==> src/rtl/ipf_pkg.sv <==
// ----------------------------------------------------------------------------
// ipf_pkg
// Shared types and constants for the instruction prefetch stage.
//   ipf_state_e : byte-assembly FSM state (FILL bytes 0..2, LAST byte 3)
//   ipf_entry_t : FIFO entry, {pc, word}
//   LANE_*      : byte_idx value for each byte lane of a big-endian word
// ----------------------------------------------------------------------------
package ipf_pkg;

  typedef enum logic {
    FILL = 1'b0,
    LAST = 1'b1
  } ipf_state_e;

  typedef struct packed {
    logic [31:0] pc;
    logic [31:0] word;
  } ipf_entry_t;

  // byte_idx for each lane; lane 0 lands in word[31:24]
  localparam logic [1:0] LANE_B0 = 2'd0;
  localparam logic [1:0] LANE_B1 = 2'd1;
  localparam logic [1:0] LANE_B2 = 2'd2;
  localparam logic [1:0] LANE_B3 = 2'd3;

  localparam logic [31:0] WORD_BYTES = 32'd4;

endpackage

==> src/rtl/ipf_fifo.sv <==
// ----------------------------------------------------------------------------
// ipf_fifo
// Synchronous FIFO of ipf_entry_t with flush. A push while full is accepted
// when a pop happens in the same cycle. Flush empties the FIFO and overrides
// any push/pop in that cycle.
// Ports:
//   clk, rst_n      : clock, asynchronous active-low reset
//   push_i, pop_i   : enqueue wdata_i / dequeue head
//   flush_i         : discard all entries
//   wdata_i         : entry to enqueue
//   rdata_o         : head entry (contents undefined when empty)
//   full_o, empty_o : status
//   count_o         : number of stored entries
// ----------------------------------------------------------------------------
module ipf_fifo
  import ipf_pkg::*;
#(
  parameter int DEPTH = 4
) (
  input  logic                     clk,
  input  logic                     rst_n,
  input  logic                     push_i,
  input  logic                     pop_i,
  input  logic                     flush_i,
  input  ipf_entry_t               wdata_i,
  output ipf_entry_t               rdata_o,
  output logic                     full_o,
  output logic                     empty_o,
  output logic [$clog2(DEPTH):0]   count_o
);

  localparam int PTR_W = $clog2(DEPTH);
  localparam int CNT_W = PTR_W + 1;

  ipf_entry_t         mem_q [DEPTH];
  logic [PTR_W-1:0]   wr_ptr_q, wr_ptr_d;
  logic [PTR_W-1:0]   rd_ptr_q, rd_ptr_d;
  logic [CNT_W-1:0]   count_q, count_d;
  logic               do_push;
  logic               do_pop;

  assign full_o  = (count_q == CNT_W'(DEPTH));
  assign empty_o = (count_q == '0);
  assign count_o = count_q;
  assign rdata_o = mem_q[rd_ptr_q];

  assign do_push = push_i && (!full_o || pop_i) && !flush_i;
  assign do_pop  = pop_i && !empty_o && !flush_i;

  // DEPTH is a power of two, so pointers wrap naturally
  always_comb begin
    wr_ptr_d = wr_ptr_q;
    rd_ptr_d = rd_ptr_q;
    count_d  = count_q;
    if (flush_i) begin
      wr_ptr_d = '0;
      rd_ptr_d = '0;
      count_d  = '0;
    end else begin
      if (do_push) wr_ptr_d = wr_ptr_q + 1'b1;
      if (do_pop)  rd_ptr_d = rd_ptr_q + 1'b1;
      count_d = count_q + CNT_W'(do_push) - CNT_W'(do_pop);
    end
  end

  always_ff @(posedge clk or negedge rst_n) begin
    if (!rst_n) begin
      wr_ptr_q <= '0;
      rd_ptr_q <= '0;
      count_q  <= '0;
    end else begin
      wr_ptr_q <= wr_ptr_d;
      rd_ptr_q <= rd_ptr_d;
      count_q  <= count_d;
    end
  end

  // Storage carries no reset; validity is tracked by count_q alone
  always_ff @(posedge clk) begin
    if (do_push) mem_q[wr_ptr_q] <= wdata_i;
  end

endmodule

==> src/rtl/instr_prefetch.sv <==
// ----------------------------------------------------------------------------
// instr_prefetch
// Fetches one byte per cycle from a byte-wide big-endian instruction memory,
// assembles 32-bit words tagged with their PC and queues them for the core.
// A redirect flushes the queue and the partial word and restarts fetch.
// Optional build macro: IPF_STATS_EN adds saturating push/flush counters.
// Ports:
//   clk, rst_n        : clock, asynchronous active-low reset
//   imem_addr         : byte address to instruction memory
//   imem_rdata        : byte at imem_addr, same-cycle read
//   redirect          : flush and restart at redirect_pc
//   redirect_pc       : new fetch PC (bits [1:0] forced to 0)
//   inst_valid        : head word is valid
//   inst, inst_pc     : head word and its PC (0 when empty)
//   inst_ready        : core takes the head word this cycle
//   stat_words        : (IPF_STATS_EN) words pushed, saturating
//   stat_flushes      : (IPF_STATS_EN) redirects seen, saturating
// ----------------------------------------------------------------------------
module instr_prefetch
  import ipf_pkg::*;
#(
  parameter int          DEPTH    = 4,
  parameter int          ADDR_W   = 5,
  parameter logic [31:0] RESET_PC = 32'h0
) (
  input  logic              clk,
  input  logic              rst_n,
  output logic [ADDR_W-1:0] imem_addr,
  input  logic [7:0]        imem_rdata,
  input  logic              redirect,
  input  logic [31:0]       redirect_pc,
  output logic              inst_valid,
  output logic [31:0]       inst,
  output logic [31:0]       inst_pc,
`ifdef IPF_STATS_EN
  output logic [15:0]       stat_words,
  output logic [15:0]       stat_flushes,
`endif
  input  logic              inst_ready
);

  ipf_state_e               state_q, state_d;
  logic [31:0]              fetch_pc_q, fetch_pc_d;
  logic [1:0]               byte_idx_q, byte_idx_d;
  logic [23:0]              asm_hi_q, asm_hi_d;
  logic                     push;
  logic                     pop_req;
  logic                     space;
  logic                     fifo_full;
  logic                     fifo_empty;
  logic [$clog2(DEPTH):0]   fifo_count;
  ipf_entry_t               fifo_wdata;
  ipf_entry_t               fifo_head;
  logic                     unused_rpc_lo;

  assign unused_rpc_lo = ^redirect_pc[1:0];

  assign imem_addr = fetch_pc_q[ADDR_W-1:0] + ADDR_W'(byte_idx_q);

  // The FIFO ignores push/pop while flushing, so a redirect cycle never
  // counts as consumption.
  assign pop_req = inst_valid && inst_ready;
  assign space   = !fifo_full || pop_req;

  assign fifo_wdata.pc   = fetch_pc_q;
  assign fifo_wdata.word = {asm_hi_q, imem_rdata};

  assign inst_valid = (fifo_count != '0);
  assign inst       = fifo_empty ? 32'h0 : fifo_head.word;
  assign inst_pc    = fifo_empty ? 32'h0 : fifo_head.pc;

  always_comb begin
    state_d    = state_q;
    fetch_pc_d = fetch_pc_q;
    byte_idx_d = byte_idx_q;
    asm_hi_d   = asm_hi_q;
    push       = 1'b0;
    if (redirect) begin
      state_d    = FILL;
      fetch_pc_d = {redirect_pc[31:2], 2'b00};
      byte_idx_d = LANE_B0;
    end else begin
      unique case (state_q)
        FILL: begin
          unique case (byte_idx_q)
            LANE_B0: asm_hi_d[23:16] = imem_rdata;
            LANE_B1: asm_hi_d[15:8]  = imem_rdata;
            default: asm_hi_d[7:0]   = imem_rdata;
          endcase
          byte_idx_d = byte_idx_q + 2'd1;
          if (byte_idx_q == LANE_B2) state_d = LAST;
        end
        LAST: begin
          // Without space the address holds and the last byte is re-read
          if (space) begin
            push       = 1'b1;
            fetch_pc_d = fetch_pc_q + WORD_BYTES;
            byte_idx_d = LANE_B0;
            state_d    = FILL;
          end
        end
        default: state_d = FILL;
      endcase
    end
  end

  always_ff @(posedge clk or negedge rst_n) begin
    if (!rst_n) begin
      state_q    <= FILL;
      fetch_pc_q <= RESET_PC;
      byte_idx_q <= LANE_B0;
    end else begin
      state_q    <= state_d;
      fetch_pc_q <= fetch_pc_d;
      byte_idx_q <= byte_idx_d;
    end
  end

  always_ff @(posedge clk) begin
    asm_hi_q <= asm_hi_d;
  end

  ipf_fifo #(
    .DEPTH (DEPTH)
  ) u_fifo (
    .clk     (clk),
    .rst_n   (rst_n),
    .push_i  (push),
    .pop_i   (pop_req),
    .flush_i (redirect),
    .wdata_i (fifo_wdata),
    .rdata_o (fifo_head),
    .full_o  (fifo_full),
    .empty_o (fifo_empty),
    .count_o (fifo_count)
  );

`ifdef IPF_STATS_EN
  logic [15:0] stat_words_q, stat_words_d;
  logic [15:0] stat_flushes_q, stat_flushes_d;

  function automatic logic [15:0] sat_inc16(input logic [15:0] v);
    return (v == 16'hFFFF) ? v : v + 16'd1;
  endfunction

  always_comb begin
    stat_words_d   = push     ? sat_inc16(stat_words_q)   : stat_words_q;
    stat_flushes_d = redirect ? sat_inc16(stat_flushes_q) : stat_flushes_q;
  end

  always_ff @(posedge clk or negedge rst_n) begin
    if (!rst_n) begin
      stat_words_q   <= 16'h0;
      stat_flushes_q <= 16'h0;
    end else begin
      stat_words_q   <= stat_words_d;
      stat_flushes_q <= stat_flushes_d;
    end
  end

  assign stat_words   = stat_words_q;
  assign stat_flushes = stat_flushes_q;
`endif

endmodule

==> config.mk <==
export PLATFORM = sky130hd
export DESIGN_NAME = instr_prefetch
export DESIGN_NICKNAME = d
export VERILOG_FILES = /design/src/rtl/ipf_pkg.sv /design/src/rtl/ipf_fifo.sv /design/src/rtl/instr_prefetch.sv
export SDC_FILE = /design/constraint.sdc
export NUM_CORES = 1
export LEC_CHECK = 0
export CORE_AREA = 2 2 207 209
export CTS_BUF_LIST = sky130_fd_sc_hd__clkbuf_8
export CTS_CLUSTER_SIZE = 40
export DETAILED_ROUTE_END_ITERATION = 10
export DIE_AREA = 0 0 209 211
export GPL_ROUTABILITY_DRIVEN = 0
export SLEW_MARGIN = 20
export SYNTH_ARGS = -nofsm -noshare
export SYNTH_HDL_FRONTEND = slang
export SYNTH_SLANG_ARGS = --single-unit
==> constraint.sdc <==
create_clock -name clk -period 2.8 [get_ports clk]
set_clock_uncertainty 0.2 [all_clocks]
set_input_delay 0.56 -clock clk [delete_from_list [all_inputs] [get_ports clk]]
set_output_delay 0.56 -clock clk [all_outputs]
set_load 0.1 [all_outputs]
==> reports/qor.csv, run 1 <==
metric,value,unit
synthesis.instances,680,
placedInstanceArea,15100,um^2
worst_slack,-0.1867,ns
io_buffers,109,
coreArea,41760,um^2
timing.rr.end,u_fifo.count_o[2],
peakVddDrop,0.0006493,V
grt_setup_unrepaired,yes,
finalPower,15.58,mW
multi_input_area,3221,um^2
worstSetupStartpoint,u_fifo.rd_ptr_q[0],
final_hold_viol_count,0,
ctsHtreeMaxLevel,2,
insertion_delay,0.58,ns
dp_hpwl,16800,um
synth.distinct_cells,44,
finalWirelength,27950,um
seq_area_frac_synth,73.68,%
via_count,6549,
clock_path_buffers,3,
critPathKind,reg -> out,
hold_start,asm_hi_q[13],
violations,negative setup slack,
yosysMostFrequentCell,edfxtp_1,
worstPathArrival,2.23,ns
synth-seq-cells,312,
final_nets,906,
instances_no_fill,1426,
gr-usage-all-layers,12.83,%
tightest_slew,0.7779,ns
synth-edff-count,272,
layout.core_utilization,39.34,%
antenna_found_initial,0,
grt_pass1_vias,6951,
cts_root_buf,clkbuf_8,
r2r_slack,0.14,ns
min_period,2.987,ns
initial_core_util,29.80,%
die_h,211,um
synthTopCellsByArea,"edfxtp_1 (66%), mux4_2 (11%), dfrtp_1 (8.0%), and2_1 (3.3%), xor2_1 (1.5%)",
synth_common_cells,"edfxtp_1 (272), and2_1 (66), mux4_2 (62), dfrtp_1 (40), nand2_1 (35)",
p_per_area,948.4,nW/um^2
n_fill_cell,3798,
cts_buffers,50,
leakagePower,5.634,nW
io_pins,114,
dieArea,44100,um^2
grt_pass1_wl,42510,um
netlist_area,12440,um^2
drv_cap,0,
relSlewSlack,48.14,%
status,"complete, but fails checks",
ff_latch_area,9174,um^2
wl_per_cell,19.60,um
fin_area,16430,um^2
ant_nets,0,
ys_async_sr_fraction,12.82,%
vias_per_cell,4.593,
crit_required,2.04,ns
yosysWarningCount,0,
dr.pass1.iters,4,
synthToLayoutAreaGrowth,32.01,%
min_delay_path_depth,0,
cp-end-kind,output port,
die_width,209,um
grt_start_max_net_pins,67,
cts_tree,done,
n_antenna_cell,0,
overflow,0,
rows,75,
netlist.area_leader.share,65.63,%
r2r_cells,11,
post-route-period-util,106.7,%
synth-main-ff-cell,edfxtp_1,
worst-path-max-fanout,7,
slew_viol_final,0,
dpl.cell_count,1327,
hold_path_class,reg -> reg,
synth_top_cell_by_area,edfxtp_1,
fmax,334.8,MHz
drive_above_1_share,36.75,%
place_ws,-0.1082,ns
syn_avg_cell_area,18.30,um^2
timing.hold.ws,0.2927,ns
drc,0,
first_iter_violations,352,
setup_viol,62,
clock-sinks,312,
r2r-start,u_fifo.count_o[0],
tns,-8.598,ns
critPathLaunchType,register,
cts.reportedPaths.clkPinSlew,0.06,ns
min_to,u_fifo.mem_q[1][21],
[cell usage in the layout (no fill, tap or decap), types with 4 or more instances in the layout]
cell type	synthesis	layout
buf_12	0	79
xor2_1	21	21
and2_4	0	60
nand3_1	11	11
and2_2	0	4
mux4_2	62	62
xnor2_1	10	10
clkdlybuf4s50_1	0	39
inv_1	14	27
clkinv_2	0	9
dfrtp_1	40	38
nand4_1	13	13
ha_1	10	10
clkbuf_8	0	54
buf_16	0	4
o21ai_0	5	5
edfxtp_1	272	272
buf_4	2	29
nor2_1	19	19
o21ai_1	22	22
nand2_1	35	35
clkinv_1	0	7
[power by group]
group	switching [mW]	internal [mW]
combinational	3.80	2.60
clock	1.75	2.06
sequential	0.139	5.23
total	5.69	9.89
[layout make-up]
type                    count  share of cell area, %
flip-flops and latches    312                  55.84
multi-input cells         318                  19.60
repair buffers            155                  14.21
clock buffers              54                  4.524
well taps                 539                  4.105
clock inverters            34                  1.394
inverters                  14                 0.3199
[metal layers]
metal	GRT usage (%)	share of wire (%)	vias to the layer above
met5	0	0	-
met1	17.01	44	3372
li1	-	-	2965
met4	3.399	1.5	0
met3	2.334	4.5	39
met2	21.80	50	173
[flip-flops by register name, summed over array words and instances (netlist names)]
name and flops:
u_fifo.mem_q 248, byte_idx_q 2, fetch_pc_q 30, state_q 1
u_fifo.rd_ptr_q 2, asm_hi_q 24, u_fifo.wr_ptr_q 2, u_fifo.count_o 3
[kinds of logic (layout without fill, tap and decap cells)]
group | after synthesis | after routing | share of synthesized area (%)
flip-flops | 312 | 312 | 73.68
AND/OR/NAND/NOR | 171 | 171 | 7.953
multiplexers | 67 | 67 | 11.64
buffers and inverters | 51 | 257 | 1.810
AO/OA/AOI/OAI | 36 | 36 | 1.538
XOR/XNOR | 31 | 31 | 2.182
adder cells (fa/ha/maj) | 11 | 11 | 1.166
other | 1 | 2 | 0.03013
[critical path: stages, from the launching register on]
cell and delay (ns):
dfrtp_4 0.42, buf_12 0.17, buf_16 0.15, mux4_2 0.55
and2_4 0.19, buf_12 0.16
[worst max path at each step]
stage | slack, ns | end
global placement | -0.12 | u_fifo.count_o[2]
floorplan | 0.09 | u_fifo.count_o[2]
detailed placement | -0.11 | u_fifo.count_o[2]
finish | -0.19 | inst_pc[30]
CTS | -0.28 | inst_pc[14]
global route | -0.27 | inst_pc[30]
[timing repair]
| action | 4_1_cts | 5_1_grt |
|---|---|---|
| endpoints found under the setup margin | 63 | 63 |
| buffers inserted | 9 | 0 |
| gates cloned | 4 | 0 |
| hold buffers | 1 | 0 |
| pin swaps | 0 | 1 |
| gates resized for setup | 72 | 9 |
| hold endpoints to repair | 29 | 0 |
Power figures use the tool's default switching activity.
==> run 2: changes to the inputs <==
--- a/config.mk
+++ b/config.mk
@@ -5,12 +5,14 @@
 export SDC_FILE = /design/constraint.sdc
 export NUM_CORES = 1
 export LEC_CHECK = 0
-export CORE_AREA = 2 2 207 209
+export CAP_MARGIN = 15
+export CORE_AREA = 2 2 170 172
 export CTS_BUF_LIST = sky130_fd_sc_hd__clkbuf_8
 export CTS_CLUSTER_SIZE = 40
 export DETAILED_ROUTE_END_ITERATION = 10
-export DIE_AREA = 0 0 209 211
+export DIE_AREA = 0 0 172 174
 export GPL_ROUTABILITY_DRIVEN = 0
+export PLACE_DENSITY = 0.67
 export SLEW_MARGIN = 20
 export SYNTH_ARGS = -nofsm -noshare
 export SYNTH_HDL_FRONTEND = slang
==> reports/qor.csv, run 2 (synthesis gave the netlist of run 1 again) <==
metric,value,unit
worstPathArrival,2.21,ns
io_buffers,109,
final_hold_viol_count,0,
tns,-9.005,ns
dr.pass1.iters,7,
setup_viol,62,
slowest_delay,0.50,ns
grt_setup_unrepaired,yes,
final_nets,901,
worst-path-max-fanout,5,
r2r-start,u_fifo.count_o[2],
wl_per_cell,20.53,um
r2r_cells,11,
dp_hpwl,14750,um
overflow,0,
crit_top_cell,buf_12,
r2r_slack,0.23,ns
finalWirelength,26040,um
timing.rr.end,u_fifo.count_o[2],
endpoint,inst[24],
cts_root_buf,clkbuf_8,
tightest_slew,0.5882,ns
hold_path_class,in -> async,
die_h,174,um
relSlewSlack,60.49,%
via_count,6567,
grt_use_met1,22.41,%
reg_top3,"u_fifo.mem_q x248, fetch_pc_q x30, asm_hi_q x24",
die_width,172,um
finalPower,15.41,mW
largest_reg_flops,248,
place_ws,-0.06726,ns
mostFrequentLayoutCells,"edfxtp_1 (272), buf_12 (76), mux4_2 (62), and2_4 (62), clkbuf_8 (52)",
rows,62,
slew_viol_final,0,
worst_slack,-0.1721,ns
cp-end-kind,output port,
cts_tree,done,
critPathLaunchType,register,
gr-usage-all-layers,17.61,%
use_met3,2.892,%
grt-busiest-layer,met2,
grt_start_max_net_pins,65,
grt_pass1_wl,39650,um
ctsHtreeMaxLevel,2,
synthToLayoutAreaGrowth,30.40,%
min_period,2.972,ns
cp_slowest_cell,mux4_2,
fmax,336.5,MHz
cts_buffers,50,
worstSetupStartpoint,u_fifo.rd_ptr_q[0],
initial_core_util,44.07,%
violations,negative setup slack,
vias_per_cell,5.179,
leakagePower,5.629,nW
post-route-period-util,106.1,%
drive_above_1_share,35.52,%
coreArea,28240,um^2
top_register,u_fifo.mem_q,
clock_path_buffers,3,
crit_chain,buf_12 -> clkbuf_16 -> mux4_2 -> and2_4 -> buf_12,
ant_nets,0,
status,"complete, but fails checks",
grt_pass1_vias,7024,
drc,0,
grt_use_met2,31.22,%
p_per_area,949.5,nW/um^2
peakVddDrop,0.0007468,V
insertion_delay,0.57,ns
critPathKind,reg -> out,
drv_cap,0,
first_iter_violations,457,
io_pins,114,
final_common_cell,edfxtp_1,
n_antenna_cell,0,
cts.reportedPaths.clkPinSlew,0.06,ns
crit_required,2.04,ns
dieArea,29930,um^2
clock-sinks,312,
antenna_found_initial,0,
run 2: changes by cell type in the layout (fill, tap and decap cells not counted), sizes merged:
cell,before,now
inv,28,37
buf,115,107
clkinv,16,12
bufinv,3,2
clkbuf,54,55
run 2: where the power goes:
part	switching [mW]	internal, mW
Clock	1.69	1.90
Sequential	0.157	5.23
Combinational	3.77	2.66
run 2: area by class of cell:
cell class / instances / area (um^2)
fillers: 2170 / 12010
flip-flops and latches: 312 / 9174
multi-input cells: 318 / 3226
repair buffers: 150 / 2369
clock buffers: 52 / 715.7
well taps: 384 / 480.5
clock inverters: 38 / 211.5
inverters: 14 / 52.55
run 2: critical path, delay by kind of cell (launching register included):
| family | cells | cell delay (ns) |
|---|---|---|
| multiplexers | 1 | 0.50 |
| AND/OR/NAND/NOR | 1 | 0.18 |
| buffers and inverters | 3 | 0.47 |
| flip-flops | 1 | 0.49 |
run 2: worst min-delay path by stage:
stage                      start                  end  slack [ns]  depth (start not counted)
floorplan                  rst_n        byte_idx_q[0]        0.06                          0
global placement    asm_hi_q[20]  u_fifo.mem_q[3][28]        0.27                          0
detailed placement   asm_hi_q[5]  u_fifo.mem_q[2][13]        0.28                          0
CTS                        rst_n       fetch_pc_q[30]        0.25                          3
global route               rst_n       fetch_pc_q[25]        0.27                          3
finish                     rst_n       fetch_pc_q[17]        0.28                          3
run 2: through the flow:
stage          hold slack (ns)  util, %  area [um^2]  std cells
2_1_floorplan          0.06441        -        12460        681
3_3_place_gp            0.2728    52.57        14850       1165
3_5_place_dp            0.2829    52.57        14850       1165
4_1_cts                 0.2527    57.10        16120       1263
5_1_grt                 0.2731    57.47        16230       1268
6_report                0.2751    57.47        16230       1268
run 2: routing by layer:
metal / share of wire, % / wire [um] / up-vias
met5: 0 / 0 / -
met4: 1.3 / 346 / 0
met3: 5.5 / 1421 / 32
met2: 53 / 13790 / 227
met1: 40 / 10480 / 3363
li1: - / - / 2945
run 2: repair_timing:
item,4_1_cts,5_1_grt
setup buffers,3,2
hold buffers,1,0
endpoints found under the hold margin,40,0
endpoints found under the setup margin,63,63
cloned,4,3
pin swaps,0,0
gates resized for setup,73,3
